File: src/rtl/wishbone_peripheral_bridge.sv
// Wishbone classic slave to 24-bit peripheral bus bridge: one peripheral transfer
// per Wishbone cycle, with a busy-wait timeout and cycle-abort handling.
module wishbone_peripheral_bridge #(
  parameter int TIMEOUT_WIDTH = 8
) (
  input  logic        clk,
  input  logic        rst,
  input  logic        wb_cyc_i,
  input  logic        wb_stb_i,
  input  logic        wb_we_i,
  input  logic [3:0]  wb_sel_i,
  input  logic [23:0] wb_adr_i,
  input  logic [31:0] wb_dat_i,
  output logic        wb_ack_o,
  output logic        wb_err_o,
  output logic [31:0] wb_dat_o,
  output logic        peripheralBus_we,
  output logic        peripheralBus_oe,
  output logic [23:0] peripheralBus_address,
  output logic [3:0]  peripheralBus_byteSelect,
  output logic [31:0] peripheralBus_dataWrite,
  input  logic        peripheralBus_busy,
  input  logic [31:0] peripheralBus_dataRead,
  input  logic        peripheralBus_requestOutput
);

  typedef enum logic [1:0] {IDLE, ACCESS, ACK, ERR} state_t;

  localparam logic [TIMEOUT_WIDTH-1:0] COUNT_MAX = '1;

  state_t                   state;
  logic [TIMEOUT_WIDTH-1:0] count;

  // The claim flag is advisory; an unclaimed read still completes with mux data.
  logic unused_request;
  assign unused_request = peripheralBus_requestOutput;

  always_ff @(posedge clk) begin
    if (rst) begin
      state                    <= IDLE;
      count                    <= '0;
      wb_ack_o                 <= 1'b0;
      wb_err_o                 <= 1'b0;
      wb_dat_o                 <= '0;
      peripheralBus_we         <= 1'b0;
      peripheralBus_oe         <= 1'b0;
      peripheralBus_address    <= '0;
      peripheralBus_byteSelect <= '0;
      peripheralBus_dataWrite  <= '0;
    end else begin
      case (state)
        IDLE: begin
          wb_ack_o <= 1'b0;
          wb_err_o <= 1'b0;
          if (wb_cyc_i && wb_stb_i) begin
            peripheralBus_address    <= wb_adr_i;
            peripheralBus_byteSelect <= wb_sel_i;
            peripheralBus_dataWrite  <= wb_dat_i;
            peripheralBus_we         <= wb_we_i;
            peripheralBus_oe         <= ~wb_we_i;
            state                    <= ACCESS;
          end
        end
        ACCESS: begin
          // Abort outranks completion and timeout in the same cycle.
          if (!wb_cyc_i) begin
            peripheralBus_we <= 1'b0;
            peripheralBus_oe <= 1'b0;
            count            <= '0;
            state            <= IDLE;
          end else if (!peripheralBus_busy) begin
            peripheralBus_we <= 1'b0;
            peripheralBus_oe <= 1'b0;
            if (peripheralBus_oe) wb_dat_o <= peripheralBus_dataRead;
            wb_ack_o <= 1'b1;
            state    <= ACK;
          end else if (count == COUNT_MAX) begin
            peripheralBus_we <= 1'b0;
            peripheralBus_oe <= 1'b0;
            if (peripheralBus_oe) wb_dat_o <= 32'hFFFF_FFFF;
            wb_err_o <= 1'b1;
            state    <= ERR;
          end else begin
            count <= count + 1'b1;
          end
        end
        ACK: begin
          wb_ack_o <= 1'b0;
          count    <= '0;
          state    <= IDLE;
        end
        ERR: begin
          wb_err_o <= 1'b0;
          count    <= '0;
          state    <= IDLE;
        end
        default: state <= IDLE;
      endcase
    end
  end

endmodule

File: config.mk
export PLATFORM = sky130hd
export DESIGN_NAME = wishbone_peripheral_bridge
export DESIGN_NICKNAME = d
export VERILOG_FILES = /design/src/rtl/wishbone_peripheral_bridge.sv
export SDC_FILE = /design/constraint.sdc
export NUM_CORES = 1
export LEC_CHECK = 0
export CAP_MARGIN = 20
export CORE_ASPECT_RATIO = 0.75
export CORE_UTILIZATION = 42
export CTS_CLUSTER_DIAMETER = 150
export DETAILED_ROUTE_END_ITERATION = 12
export PLACE_DENSITY = 0.87
export SETUP_SLACK_MARGIN = 0.4
export SKIP_CTS_REPAIR_TIMING = 1
export SLEW_MARGIN = 20
export SYNTH_ARGS = -nofsm -noshare
export SYNTH_HDL_FRONTEND = slang
export SYNTH_SLANG_ARGS = --single-unit
File: constraint.sdc
create_clock -name clk -period 2.37 [get_ports clk]
set_input_delay 0.474 -clock clk [delete_from_list [all_inputs] [get_ports clk]]
set_output_delay 0.474 -clock clk [all_outputs]
set_load 0.05 [all_outputs]
==> results.json <==
{
  "outcome": "finished, final reports clean",
  "cts_made_buffers": 9,
  "place_hpwl_um": 8365,
  "path_clk_slew_ns": 0.07,
  "clockRootBuffer": "clkbuf_16",
  "power_density_mw_per_mm2": 614.0,
  "grt_pass1_vias": 4108,
  "max_slew.worst_pin.slew_ns": 0.8829,
  "core.rowCount": 31,
  "timing.rr.start": "count[0]",
  "max_stage_delay_ns": 0.81,
  "cap_violations": 0,
  "nNetsFinal": 794,
  "crit_family": "buffers and inverters",
  "maxSlewViolCount": 0,
  "endpoint_kind": "primary output",
  "fin_hold_ws_ns": 0.4513,
  "finClkSkew_ns": 0.008592,
  "antennaDiodeCount": 0,
  "critPathSlowestCell": "clkdlybuf4s50_1",
  "post_dp_cell_area_mm2": 0.006340,
  "slew-limit-headroom": 0.4114,
  "fillCellCount": 674,
  "synth.avg_cell_area_um2": 8.535,
  "first_iter_violations": 179,
  "fin_crit_sh": 0.8167,
  "vias_per_cell": 5.154,
  "antenna_found_initial": 0,
  "reg2regPathDepth": 6,
  "seq_area_frac_synth": 0.4923,
  "die_w_um": 119.0,
  "drc": 0,
  "start_util": 0.4392,
  "area_growth_pct": 61.77,
  "hp-class": "reg2reg",
  "cts_max_level": 3,
  "clock_latency_ns": 0.33,
  "die_h_um": 89.74,
  "syn_nets": 611,
  "track_usage": 0.2205,
  "numClockSinks": 106,
  "finalHoldViolations": 0,
  "period_needed_ns": 1.936,
  "grt-ovfl-total": 0,
  "portBuffers": 193,
  "path_max_fanout": 2,
  "routed_wl_um": 12870,
  "gp_congestion": 0.8136,
  "fmax_mhz": 516.6,
  "holdPathStages": 2,
  "leakage_uw": 0.004067,
  "ys_ff_latch": 106,
  "cp_cell_sequence": "clkdlybuf4s50_1",
  "hp-start": "peripheralBus_address[10]",
  "ys_async_sr_fraction": 0,
  "crit_path_start_kind": "flop",
  "drive_gt1_frac": 0.09827,
  "core_area_mm2": 0.009813,
  "ir_drop_mv": 0.5155,
  "synth_top_flop_cell": "dfxtp_1",
  "r2r_end": "wb_dat_o[12]",
  "crit_start": "peripheralBus_dataWrite[31]",
  "wl_per_cell_um": 15.62,
  "ios": 195,
  "yosys_warnings": 0,
  "path_class": "reg2out",
  "grt_first_pass_wirelength_um": 19240,
  "worst_ep_arrival_time_ns": 1.46,
  "whs_endpoint": "peripheralBus_address[10]",
  "final_cell_area_mm2": 0.006973,
  "cts_max_path_buffers": 2,
  "postSynthCellCount": 505,
  "antenna_left": 0,
  "path_buf_inv": 1,
  "cts_tree": "yes",
  "critical_path_required_ns": 1.90,
  "synth_edf_count": 0,
  "vias": 4247,
  "setup_viol": 0,
  "dieArea_mm2": 0.01068,
  "grt_max_degree": 74,
  "netlist_area_mm2": 0.004310,
  "r2r_setup_slack_ns": 0.45,
  "yosysUniqueCellTypes": 44,
  "rsz0062_at_grt": "true",
  "drt_pre_antenna_iters": 4
}
-- placed cells by master, fill, tap and decap left out, types with 2 or more instances in the layout --
master,n
nand2_1,125
dfxtp_1,106
clkdlybuf4s50_1,99
dlymetal6s2s_1,93
a21oi_1,69
nor2_1,38
inv_1,37
a211oi_2,30
clkbuf_16,9
and3_1,7
nand3_1,7
buf_4,6
ha_1,5
buf_12,5
nand2b_1,4
a211o_1,4
nor3_1,3
a211oi_1,3
o31ai_1,3
and4_2,2
nor3b_1,2
o22ai_1,2
nand4_4,2
ha_2,2
clkbuf_1,2
clkinv_4,2
bufinv_16,2
-- final cells by class --
cell class                      count  area [um^2]  share of cell area
Inverter                           37        138.9             0.01992
Timing Repair Buffer              203         2300              0.3298
Sequential cell                   106         2122              0.3043
Clock buffer                       11        232.7             0.03338
Clock inverter                      4        77.57             0.01113
Multi-Input combinational cell    331         1937              0.2778
Tap cell                          132        165.2             0.02369
-- logic make-up (layout without fill, tap and decap cells) --
logic type                 Yosys count  count (layout)  synth area share
AOI/OAI and AO/OA                  121             121            0.2096
and+or+nand+nor                    201             202            0.2075
DFF                                106             106            0.4923
buffers and inverters               69             255           0.06792
adders and majority gates            7               7           0.02032
muxes                                1               1          0.002322
-- cell usage after synthesis, types with 2 or more instances --
master / n / area (um^2)
nand2_1: 125 / 469.2
dfxtp_1: 106 / 2122
a21oi_1: 69 / 345.3
nor2_1: 38 / 142.6
inv_1: 37 / 138.9
a211oi_2: 30 / 375.4
clkbuf_1: 19 / 71.32
and3_1: 8 / 50.05
nand3_1: 8 / 40.04
ha_1: 7 / 87.58
buf_2: 6 / 30.03
a211o_1: 4 / 35.03
nand2b_1: 4 / 25.02
a211oi_1: 3 / 22.52
buf_1: 3 / 11.26
buf_6: 3 / 33.78
nor3_1: 3 / 15.01
o31ai_1: 3 / 22.52
and4_2: 2 / 20.02
nor3b_1: 2 / 15.01
o22ai_1: 2 / 12.51
-- registers in the layout (all words and copies together), names as in the netlist, 2 cells and up --
name	cells
count	8
peripheralBus_address	24
peripheralBus_byteSelect	4
peripheralBus_dataWrite	32
state	2
wb_dat_o	32
-- report_power, final --
part           switching, uW  total, uW  leakage, uW  internal (uW)
combinational            489        826      0.00306            337
sequential              39.1       1890     0.000860           1850
clock                    641       1570     0.000150            926
total                   1170       4280      0.00407           3110
-- worst max path at each step --
stage / end / slack (ns) / cells after the start
CTS: wb_dat_o[15] / 0.15 / 5
floorplan: count[3] / 0.68 / 7
detailed placement: wb_dat_o[31] / -0.08 / 3
finish: peripheralBus_dataWrite[31] / 0.43 / 1
global placement: wb_dat_o[15] / 0.03 / 3
global route: wb_dat_o[12] / 0.34 / 6
-- per-stage QoR --
step / setup WS, ns / total power, uW / instances / TNS, ns / utilization
floorplan: 0.6816 / 2383 / 505 / 0 / -
global placement: 0.02702 / 2727 / 804 / 0 / 0.6461
detailed placement: -0.07792 / 2746 / 804 / -0.3347 / 0.6461
CTS: 0.1523 / 4313 / 819 / 0 / 0.6777
global route: 0.3380 / 4442 / 824 / 0 / 0.7106
finish: 0.4343 / 4281 / 824 / 0 / 0.7106
-- routing by layer --
layer  share of wire  up-vias  track usage
li1                -     2050            -
met3           0.090       20      0.08820
met4           0.017        0      0.06646
met2            0.48      204       0.3674
met1            0.41     1973       0.2600
met5               0        -            0
Note: power is estimated with default switching activity, not from simulation.
